**src/rtl/fsm_multicycle_seq.sv**
```systemverilog
// Multi-cycle control sequencer: FETCH/DECODE/EXEC/MEM/WB with memory wait timeout
// and illegal-opcode trap. Strobes are combinational from state and inputs.
module fsm_multicycle_seq #(
  parameter int unsigned MEM_TIMEOUT = 16,
  parameter int unsigned CNT_W       = 16
) (
  input  logic             clk,
  input  logic             rst,
  input  logic [5:0]       opcode,
  input  logic             zero,
  input  logic             mem_ready,
  output logic             mem_req,
  output logic             mem_we,
  output logic             mem_addr_sel,
  output logic             ir_write,
  output logic             pc_write,
  output logic [1:0]       pc_src,
  output logic             reg_write,
  output logic             reg_dst,
  output logic             mem_to_reg,
  output logic [2:0]       step,
  output logic             instr_done,
  output logic [CNT_W-1:0] instr_cnt,
  output logic             illegal,
  output logic             timeout
);

  localparam int unsigned WAIT_W = $clog2(MEM_TIMEOUT);
  localparam logic [WAIT_W-1:0] WAIT_LAST = WAIT_W'(MEM_TIMEOUT - 1);

  localparam logic [5:0] OP_ADD  = 6'b000000;
  localparam logic [5:0] OP_ADDI = 6'b001000;
  localparam logic [5:0] OP_LW   = 6'b100011;
  localparam logic [5:0] OP_SW   = 6'b101011;
  localparam logic [5:0] OP_BEQ  = 6'b000100;
  localparam logic [5:0] OP_J    = 6'b000010;

  typedef enum logic [2:0] {
    S_FETCH  = 3'd0,
    S_DECODE = 3'd1,
    S_EXEC   = 3'd2,
    S_MEM    = 3'd3,
    S_WB     = 3'd4,
    S_ERR    = 3'd7
  } state_e;

  state_e             state_q, state_d;
  logic [WAIT_W-1:0]  wait_cnt_q, wait_cnt_d;
  logic [CNT_W-1:0]   instr_cnt_q, instr_cnt_d;
  logic               illegal_q, illegal_d;
  logic               timeout_q, timeout_d;

  logic               mem_req_c, mem_we_c, mem_addr_sel_c, ir_write_c, pc_write_c;
  logic [1:0]         pc_src_c;
  logic               reg_write_c, reg_dst_c, mem_to_reg_c, instr_done_c;
  logic               op_legal;

  always_comb begin
    op_legal = (opcode == OP_ADD) || (opcode == OP_ADDI) || (opcode == OP_LW) ||
               (opcode == OP_SW)  || (opcode == OP_BEQ)  || (opcode == OP_J);
  end

  always_comb begin
    state_d        = state_q;
    wait_cnt_d     = '0;
    illegal_d      = illegal_q;
    timeout_d      = timeout_q;
    mem_req_c      = 1'b0;
    mem_we_c       = 1'b0;
    mem_addr_sel_c = 1'b0;
    ir_write_c     = 1'b0;
    pc_write_c     = 1'b0;
    pc_src_c       = 2'b00;
    reg_write_c    = 1'b0;
    reg_dst_c      = 1'b0;
    mem_to_reg_c   = 1'b0;
    instr_done_c   = 1'b0;

    case (state_q)
      S_FETCH: begin
        mem_req_c = 1'b1;
        if (mem_ready) begin
          ir_write_c = 1'b1;
          pc_write_c = 1'b1;
          state_d    = S_DECODE;
        end else if (wait_cnt_q == WAIT_LAST) begin
          state_d   = S_ERR;
          timeout_d = 1'b1;
        end else begin
          wait_cnt_d = wait_cnt_q + 1'b1;
        end
      end
      S_DECODE: begin
        if (op_legal) begin
          state_d = S_EXEC;
        end else begin
          state_d   = S_ERR;
          illegal_d = 1'b1;
        end
      end
      S_EXEC: begin
        case (opcode)
          OP_BEQ: begin
            pc_write_c   = zero;
            pc_src_c     = 2'b01;
            instr_done_c = 1'b1;
            state_d      = S_FETCH;
          end
          OP_J: begin
            pc_write_c   = 1'b1;
            pc_src_c     = 2'b10;
            instr_done_c = 1'b1;
            state_d      = S_FETCH;
          end
          OP_ADD, OP_ADDI: state_d = S_WB;
          OP_LW, OP_SW:    state_d = S_MEM;
          default: begin
            state_d   = S_ERR;
            illegal_d = 1'b1;
          end
        endcase
      end
      S_MEM: begin
        mem_req_c      = 1'b1;
        mem_addr_sel_c = 1'b1;
        mem_we_c       = (opcode == OP_SW);
        if (mem_ready) begin
          if (opcode == OP_SW) begin
            instr_done_c = 1'b1;
            state_d      = S_FETCH;
          end else if (opcode == OP_LW) begin
            state_d = S_WB;
          end else begin
            state_d   = S_ERR;
            illegal_d = 1'b1;
          end
        end else if (wait_cnt_q == WAIT_LAST) begin
          state_d   = S_ERR;
          timeout_d = 1'b1;
        end else begin
          wait_cnt_d = wait_cnt_q + 1'b1;
        end
      end
      S_WB: begin
        reg_write_c  = 1'b1;
        reg_dst_c    = (opcode == OP_ADD);
        mem_to_reg_c = (opcode == OP_LW);
        instr_done_c = 1'b1;
        state_d      = S_FETCH;
      end
      S_ERR: state_d = S_ERR;
      default: state_d = S_ERR;
    endcase

    instr_cnt_d = instr_done_c ? instr_cnt_q + 1'b1 : instr_cnt_q;
  end

  always_ff @(posedge clk or posedge rst) begin
    if (rst) begin
      state_q     <= S_FETCH;
      wait_cnt_q  <= '0;
      instr_cnt_q <= '0;
      illegal_q   <= 1'b0;
      timeout_q   <= 1'b0;
    end else begin
      state_q     <= state_d;
      wait_cnt_q  <= wait_cnt_d;
      instr_cnt_q <= instr_cnt_d;
      illegal_q   <= illegal_d;
      timeout_q   <= timeout_d;
    end
  end

  // Strobes are gated by rst directly so they drop the moment reset rises.
  always_comb begin
    mem_req      = mem_req_c      & ~rst;
    mem_we       = mem_we_c       & ~rst;
    mem_addr_sel = mem_addr_sel_c & ~rst;
    ir_write     = ir_write_c     & ~rst;
    pc_write     = pc_write_c     & ~rst;
    pc_src       = rst ? 2'b00 : pc_src_c;
    reg_write    = reg_write_c    & ~rst;
    reg_dst      = reg_dst_c      & ~rst;
    mem_to_reg   = mem_to_reg_c   & ~rst;
    instr_done   = instr_done_c   & ~rst;
  end

  assign step      = state_q;
  assign instr_cnt = instr_cnt_q;
  assign illegal   = illegal_q;
  assign timeout   = timeout_q;

endmodule
```
**config.mk**
```make
export PLATFORM = sky130hd
export DESIGN_NAME = fsm_multicycle_seq
export DESIGN_NICKNAME = d
export VERILOG_FILES = /design/src/rtl/fsm_multicycle_seq.sv
export SDC_FILE = /design/constraint.sdc
export NUM_CORES = 1
export LEC_CHECK = 0
export CORE_MARGIN = 10
export CORE_UTILIZATION = 45
export DETAILED_ROUTE_END_ITERATION = 16
export GPL_ROUTABILITY_DRIVEN = 0
export PLACE_DENSITY = 0.77
export SLEW_MARGIN = 25
export SYNTH_ARGS = -nofsm -noshare
export SYNTH_HDL_FRONTEND = slang
export SYNTH_SLANG_ARGS = --single-unit
```
**constraint.sdc**
```tcl
create_clock -name clk -period 5.8 [get_ports clk]
set_clock_uncertainty 0.05 [all_clocks]
set_input_delay 1.16 -clock clk [delete_from_list [all_inputs] [get_ports clk]]
set_output_delay 1.16 -clock clk [all_outputs]
set_load 0.01 [all_outputs]
```
==> out/summary.txt <==
Gr usage total -> 12.55%
Number of global-route vias before repair -> 1325
Switching Share -> 24.57%
Ys async rst share -> 100.0%
Post-synthesis register bit count -> 25
Hold Fails Final Rpt -> 0
Port Buffers -> 41
Via count -> 1349
Worst-path clk slew -> 0.14 ns
Largest net degree at the start of global routing -> 26
Worst endpoint required time -> 4.59 ns
Status -> complete, no violations
DR pass1 iterations -> 4
Crit Path Max Fanout -> 16
Multi-input gate area in the final layout -> 852.1 um^2
Area of the mapped netlist -> 1554 um^2
CP most frequent cell -> clkdlybuf4s50_1
Post-Syn Area per Cell -> 9.898 um^2
Pwr dens -> 143.3 nW/um^2
Peak supply drop -> 0.07622 mV
Internal power -> 0.2173 mW
Diodes inserted -> 0
Num CTS Buffers -> 3
Top cell type's share of synthesized area -> 40.26%
DRC Markers -> 0
Worst hold-check path type -> reg -> reg
Part of the power in the clock network -> 27.4%
Syn Inst Count -> 157
Final ANT Viol Nets -> 0
FMAX -> 212.1 MHz
Final Cycle Share -> 81.27%
Most frequent cell after synthesis -> dfrtp_1
IO Pins -> 42
Crit-path slowest cell -> clkdlybuf4s50_1
Routed WL per cell -> 15.91 um
DR vias/cell -> 5.574
DRT iter0 DRCs -> 63
Global route total overflow -> 0
CTS Hold Buffers Added -> 0
First-pass GRT wire length -> 6389 um
Final wirelength -> 3850 um
Critical path arrival -> 3.50 ns
Die height -> 78.77 um
Setup TNS -> 0 ns
Crit path cell chain -> clkdlybuf4s50_1 > nor4_2 > a31oi_2 > a21oi_1 > clkdlybuf4s50_1
Unrepaired setup endpoints after global routing -> false
Synthesis-to-finish area growth -> 29.31%
Top_reg_cell synth -> dfrtp_1
Hold Crit Depth -> 1
Reg area -> 625.6 um^2
Fill count -> 309
Site row count -> 21
Initial antenna violation count -> 0
Worst reg2reg path depth -> 4
DP HPWL -> 3020 um
Cells after DPL -> 238
Max Cap Viol -> 0
Top post-synthesis cells by area -> dfrtp_1 (40%), xor2_1 (7.3%), a21oi_1 (2.9%)
Insertion delay to the later sink of the worst-skew pair -> 0.32 ns
Layout Nets -> 209
Worst Tran Pin Value -> 0.8880 ns
TritonCTS Sinks -> 25
Clock Path Buffers -> 2
Register area share after synthesis -> 40.26%
Die ar. -> 6204 um^2
Final cell count without fillers -> 242
Net Sw Power -> 0.07076 mW
Comb pwr share -> 10.4%
Root Driver -> clkbuf_4
H-tree Lvls -> 1
Initial Util -> 46.57%
Worst Path Buf+Inv -> 2
Top cell type by total area after synthesis -> dfrtp_1
Largest stage delay on the critical path -> 0.56 ns
Flop pwr share -> 62.2%
CTS tree -> built
Core Area -> 3337 um^2
Largest delay share family, worst path -> buffers and inverters
Slew HR -> 40.62%
Share of layout cells above drive strength 1 -> 8.163%
Crit path capture type -> output pin
CP startpoint kind -> input pin
Type of the worst setup path -> in -> out
Top post-synthesis cells by count -> dfrtp_1 (25), xor2_1 (13), nand2_1 (12), a21oi_1 (9), nor2_1 (9)
Die Span X -> 78.77 um
Tmin final -> 4.714 ns
WP depth -> 5
Distinct cells, synth -> 49
Slew Viols, Final -> 0
Total setup buffers inserted after CTS -> 0
YS warnings -> 0
P_leak -> 0.8133 nW
Endpoints failing setup -> 0
PostCTS Resize Cnt -> 0
Post-synth EDFFs -> 0
Syn nets -> 169
==> area by class of cell <==
| class | instances | area share, % |
|---|---|---|
| well taps | 46 | 2.864 |
| clock buffers | 3 | 1.121 |
| multi-input cells | 118 | 42.40 |
| clock inverters | 1 | 0.3736 |
| repair buffers | 42 | 20.80 |
| inverters | 7 | 1.308 |
| flip-flops and latches | 25 | 31.13 |
==> through the flow <==
stage | setup slack, ns | util, % | total power, mW | instance area [um^2] | hold slack [ns]
after global placement | 1.199 | 59.32 | 0.2115 | 1979 | 0.4054
after detailed placement | 1.096 | 59.32 | 0.2129 | 1979 | 0.4176
after global routing | 0.9537 | 60.22 | 0.3023 | 2009 | 0.4552
final | 1.086 | 60.22 | 0.2881 | 2009 | 0.4306
after floorplan | 2.183 | - | 0.1955 | 1554 | 0.4025
after CTS | 1.098 | 60.22 | 0.2912 | 2009 | 0.4364
==> worst reg2reg max path: cells and delay by family (launching register included) <==
family	cells	cell delay (ns)
AOI/OAI and AO/OA	1	0.76
DFF	1	0.57
and+or+nand+nor	2	0.45
muxes	1	0.32
==> logic make-up (layout without fill, tap and decap cells) <==
| logic type | Yosys count | count (layout) | synth area share (%) |
|---|---|---|---|
| flops | 25 | 25 | 40.26 |
| buf+inv | 14 | 53 | 4.911 |
| simple gates | 60 | 60 | 23.35 |
| fa+ha+maj | 3 | 3 | 2.254 |
| compound gates | 36 | 36 | 18.36 |
| mux | 1 | 1 | 0.7246 |
| xor+xnor | 18 | 18 | 10.14 |
==> registers in the layout (all words and copies together) (netlist names) <==
signal      count
wait_cnt_q      4
step            3
illegal         1
timeout         1
instr_cnt      16
==> layer usage <==
layer	up-vias	wire [um]	part of all wire [%]	track usage, %
li1	653	-	-	-
met1	654	1547	40	14.24
met2	40	1968	51	21.30
met3	2	320	8.3	5.293
met4	0	12	0.31	3.226
met5	-	0	0	0
==> final timing paths <==
check                           endpoint  slack, ns           from
min in group asynchronous   instr_cnt[1]       1.35            rst
setup reg to reg            instr_cnt[1]       3.55        step[1]
setup / recovery              instr_done       1.09      opcode[3]
hold reg to reg            instr_cnt[15]       0.43  instr_cnt[15]
max in group asynchronous   instr_cnt[7]       4.11            rst
hold / removal             instr_cnt[15]       0.43  instr_cnt[15]
==> power groups by stage <==
stage / clock network (mW) / registers (mW) / logic, mW
finish: 0.0790 / 0.179 / 0.0299
global route: 0.0901 / 0.180 / 0.0325
CTS: 0.0815 / 0.179 / 0.0305
detailed placement: 0 / 0.183 / 0.0303
global placement: 0 / 0.182 / 0.0293
floorplan: 0 / 0.183 / 0.0124
==> cell usage in the layout, fill, tap and decap left out, drive strengths merged, types with 4 or more instances in the layout <==
master and instances:
xnor2 5, o21ai 4, xor2 13, nor2 9, dfrtp 25, a211oi 7, clkdlybuf4s50 41, nand3 7
a21oi 9, inv 7, nor3b 4, nand2 12
Power figures use the tool's default switching activity.
==> variant 1 (same flow settings) <==
Make the reset (`rst`) synchronous in one clocked block.
--- a/src/rtl/fsm_multicycle_seq.sv
+++ b/src/rtl/fsm_multicycle_seq.sv
@@ -156,5 +156,5 @@
   end
 
-  always_ff @(posedge clk or posedge rst) begin
+  always_ff @(posedge clk) begin
     if (rst) begin
       state_q     <= S_FETCH;
Function: differs if rst is asserted again (counterexample within 4 cycles, from zero or initial values and one cycle with rst high); with rst held inactive, the same outputs for 10 cycles.
==> variant 1 against the unedited design <==
Worst setup slack worse by 0.23 ns. Count of clock-buffer cells in the layout stayed put. First-iteration DRC count is 51% higher. Synthesized area is 5.8% higher. Design area is 4.9% higher. Non-clock buffer count is 1 higher. Sequential cell count stayed put. Wire length is 3.6% higher. Largest cell class unchanged. Highest routed layer unchanged.
Power is not compared: it rests on default switching activity, and its combinational part moved more than twofold at a synthesized area within 25%.
==> variant 1: results (changes against the unedited design) <==
- **Clk Tree Root Cell** sky130_fd_sc_hd__clkbuf_8
- **number of global-route vias before repair** 1,459, +10%
- **length of the first detailed-routing pass in iterations** 4, unchanged
- **Clock Tree Buf Depth** 2, unchanged
- **CP delay by family, top** simple AND/OR/NAND/NOR gates
- **remaining number of nets flagged by the antenna check after routing** 0, unchanged
- **endpoint arrival time on the critical path** 3.74 ns, +0.24 ns
- **delay contributed by the slowest stage of the critical path** 0.69 ns, +0.13 ns
- **number of buffers added for setup after CTS** 0, unchanged
- **Port Buffer Count** 41, unchanged
- **transition time at the pin with the least slew margin** 0.5785 ns, -0.3095 ns
- **antenna violations before repair** 0, unchanged
- **Synthesized Nets** 211, +25%
- **Layout fillers** 309, unchanged
- **Final Net Count** 243, +16%
- **dominant cells by area after synthesis** sky130_fd_sc_hd__dfxtp_1 30%, sky130_fd_sc_hd__mux2_1 8.9%, sky130_fd_sc_hd__nor2b_1 5.7%
- **path category of the worst min-delay check** reg2reg
- **Max Fanout on Critical Path** 7, -9
- **most frequent cells after synthesis** 25 x sky130_fd_sc_hd__dfxtp_1, 24 x sky130_fd_sc_hd__nor2_1, 15 x sky130_fd_sc_hd__nor2b_1
- **worst setup timing slack at the placement stage** 0.8577 ns, -0.2386 ns
- **total routing usage reported by global routing** 12.77%, +0.22 points
- **total detailed-routing wirelength** 3989 um, +3.6%
- **fraction of registers with async set or reset after synthesis** 0%, -100 points
- **placed standard-cell area** 0.002061 sq mm, +4.1%
- **max reg flops** 16, unchanged
- **initial detailed-routing violation count** 95, +51%
- **pin count of the biggest net entering global routing** 40, +54%
- **proportion of synthesized chip area in sequential cells** 30.44%, -9.8 points
- **Yosys Warn Count** 0, unchanged
- **number of cells upsized or downsized after cts** 0, unchanged
- **Synth cell types** 50, +2.0%
- **number of instances in the synthesized netlist** 199, +27%
- **Worst path slowest cell** sky130_fd_sc_hd__or4b_2
- **vias per inst** 5.681, +1.9%
- **Leak** 0.7185 nW
- **sum of net half-perimeters after detailed placement** 3050 um, +0.96%
- **first-pass GRT wire length** 6858 um, +7.3%
- **result of the run** complete, no violations
- **Worst VDD drop** 0.1681 mV
- **CTS HTree Levels** 1, unchanged
- **insertion delay of the later-clocked pin in the worst-skew pair** 0.27 ns, -0.05 ns
- **share of final-layout standard cells stronger than drive strength 1** 6.522%, -1.6 points
- **post-route non-filler standard cell count** 276, +14%
- **clock-pin slew reported for the worst setup and hold paths after clock tree synthesis** 0.08 ns, -0.06 ns
- **number of placed instances, taps included** 272, +14%
- **kind of start point of the critical path** input port
- **diode insertion count for antenna repair** 0, unchanged
- **Num CTS Buffers** 3, unchanged
## variant 1: final timing paths
| check | from | to | slack, ns | cells past startpoint |
|---|---|---|---|---|
| min | wait_cnt_q[0] | wait_cnt_q[0] | 0.41 | 1 |
| max | opcode[3] | pc_write | 0.85 | 5 |
| max reg2reg | step[0] | instr_cnt[14] | 3.21 | 4 |
| min reg2reg | wait_cnt_q[0] | wait_cnt_q[0] | 0.41 | 1 |
## variant 1: power breakdown
group,switching [W],internal [W],leakage (nW)
logic,0.0000557,0.0000619,0.490
clock network,0.0000542,0.0000481,0.0255
registers,0.0000216,0.000182,0.203
total,0.000132,0.000292,0.718
## variant 1: cell families (layout without fill, tap and decap cells)
family,count (synthesis),in the layout,share of synthesized area [%]
AOI/OAI and AO/OA,42,42,20.70
adders and majority gates,3,3,2.131
DFF,25,25,30.44
muxes,14,14,9.589
xor gates and xnor gates,4,4,2.131
and+or+nand+nor,87,87,29.15
buffers and inverters,24,55,5.860
## variant 1: routing by layer
layer  wire [um]  part of all wire, %  global-route usage [%]  up-vias
met5           0                    0                       0        -
met4          67                  1.7                   4.930        0
met3         322                  8.1                   3.675        7
met2        1848                   46                   20.38       53
met1        1752                   44                   15.70      710
li1            -                    -                       -      798
## variant 1: metrics by stage
step                      total power [W]  hold slack, ns
after floorplan                 0.0002767          0.3679
after global placement          0.0003242          0.3823
after detailed placement        0.0003251          0.4118
after CTS                       0.0004274          0.4242
after global routing            0.0004513          0.4483
final                           0.0004232          0.4136
## variant 1: area by class of cell
class / instances / area [sq um] / area share, %
clock buffer: 3 / 41.29 / 1.960
tap: 46 / 57.56 / 2.732
sequential: 25 / 500.5 / 23.75
clock inverter: 1 / 5.005 / 0.2375
inverter: 8 / 30.03 / 1.425
timing repair buffer: 43 / 425.4 / 20.19
multi-input combinational: 150 / 1047 / 49.70
==> variant 2 (same flow settings) <==
Without the edit above. Set the parameter `MEM_TIMEOUT` to 32 (it was 16).
--- a/src/rtl/fsm_multicycle_seq.sv
+++ b/src/rtl/fsm_multicycle_seq.sv
@@ -2,5 +2,5 @@
 // and illegal-opcode trap. Strobes are combinational from state and inputs.
 module fsm_multicycle_seq #(
-  parameter int unsigned MEM_TIMEOUT = 16,
+  parameter int unsigned MEM_TIMEOUT = 32,
   parameter int unsigned CNT_W       = 16
 ) (
Function: no difference found for any inputs over 10 cycles, from zero or initial values and one cycle with rst high; that may be too few to reach the edited logic, so the function may still have changed.
==> variant 2 against the unedited design <==
Final cell count fell by 0.41%. Non-clock buffer count did not move. Synthesized area fell by 1.9%. Sequential cell count rose by 1. Power rose by 2.1%. Worst setup slack got worse by 0.45 ns. Critical path type unchanged. Wire length fell by 5.5%. Design area fell by 0.81%.
==> variant 2: results (changes against the unedited design) <==
- **post-route non-filler standard cell count** 241, -0.41%
- **post-synthesis compound-gate area fraction** 7.553%, -11 points
- **area of the multi-input gates** 819.5 sq um, -3.8%
- **reg2reg path depth** 5, +1
- **number of vias after detailed routing** 1,307, -3.1%
- **XOR/XNOR Fraction of Synth Area** 10.34%, +0.20 points
- **Pwr Density** 147.6 mW/mm^2, +3.0%
- **most frequent cells after synthesis** 26 x sky130_fd_sc_hd__dfrtp_1, 14 x sky130_fd_sc_hd__nand2_1, 14 x sky130_fd_sc_hd__nor2_1
- **adder and majority gate portion of the synthesized area** 3.120%, +0.87 points
- **share of total power in the clock network** 31.3%, +3.9 points
- **multiplexer share of the synthesized area** 0.7389%, +0.014 points
- **CP delay by family, top** simple AND/OR/NAND/NOR gates
- **pin count of the biggest net entering global routing** 28, +7.7%
- **proportion of synthesized chip area in sequential cells** 42.69%, +2.4 points
- **transition time at the pin with the least slew margin** 0.7917 ns, -0.09624 ns
- **drt wl/cell** 15.09 um, -5.1%
- **Internal** 0.0002291 W, +5.5%
- **Worst VDD drop** 0.08419 mV, +10%
- **number of non-clock inverters in the layout** 3, -4
- **fraction of post-synthesis cell area in the top cell type by area** 42.69%, +2.4 points
- **WL met2** 1713 um, -13%
- **worst setup timing slack at the placement stage** 0.6497 ns, -0.4466 ns
- **routed wire length on met3** 266 um, -17%
- **share of final-layout standard cells stronger than drive strength 1** 9.744%, +1.6 points
- **fraction of met2 tracks used by global routing** 19.24%, -2.1 points
- **global-route met1 utilization** 13.62%, -0.62 points
- **endpoint arrival time on the critical path** 3.95 ns, +0.45 ns
- **dominant cells by area after synthesis** sky130_fd_sc_hd__dfrtp_1 43%, sky130_fd_sc_hd__xor2_1 6.9%, sky130_fd_sc_hd__nand2_1 3.4%
- **Leak** 0.8207 nW, +0.92%
- **power share of the sequential group** 61.8%, -0.4 points
- **clock network area share** 1.820%, +0.33 points
- **number of hold-repair buffers added at the cts stage** 0, unchanged
- **initial detailed-routing violation count** 56, -11%
- **fraction of registers with async set or reset after synthesis** 100.0%, unchanged
- **Synthesized Nets** 167, -1.2%
- **Max Fanout on Critical Path** 17, +1
- **sequential cell count of the final layout** 26, +4.0%
- **first-pass GRT wire length** 6092 um, -4.6%
- **result of the run** complete, no violations
- **Final Net Count** 209, unchanged
- **utilization of the core after routing** 60.20%, about the same
- **Clock Tree Buf Depth** 2, unchanged
- **Synth cell types** 43, -12%
- **Non-clock buffers, area share** 20.97%, +0.17 points
- **number of instances in the synthesized netlist** 154, -1.9%
- **number of global-route vias before repair** 1,361, +2.7%
- **total routing usage reported by global routing** 11.79%, -0.76 points
- **count of multi-input gates** 120, +1.7%
- **register share of the cell area** 32.64%, +1.5 points
- **delay contributed by the slowest stage of the critical path** 0.59 ns, +0.03 ns
- **placed standard-cell area** 0.001957 sq mm, -1.1%
- **length of routed wiring on met1** 1586 um, +2.5%
- **Layout fillers** 286, -7.4%
- **CLK BUF** 4, +1
- **sum of net half-perimeters after detailed placement** 2799 um, -7.3%
-- variant 2: changes by cell type after synthesis, moves of 3 or more --
cell and delta:
sky130_fd_sc_hd__a211oi_1 -4, sky130_fd_sc_hd__and3_1 +5, sky130_fd_sc_hd__nor4b_2 +3, sky130_fd_sc_hd__nor2_1 +5, sky130_fd_sc_hd__a21oi_1 -6, sky130_fd_sc_hd__a211oi_2 -3
sky130_fd_sc_hd__inv_1 -4, sky130_fd_sc_hd__o21ai_0 +3
-- variant 2: final timing paths --
kind / slack, ns / end / start
worst min register to register: 0.42 / illegal / illegal
worst max-delay path: 0.64 / instr_done / opcode[3]
worst max register to register: 3.41 / instr_cnt[12] / step[0]
worst min-delay path: 0.42 / illegal / illegal
min in group asynchronous: 1.27 / instr_cnt[0] / rst
max in group asynchronous: 4.17 / wait_cnt_q[3] / rst
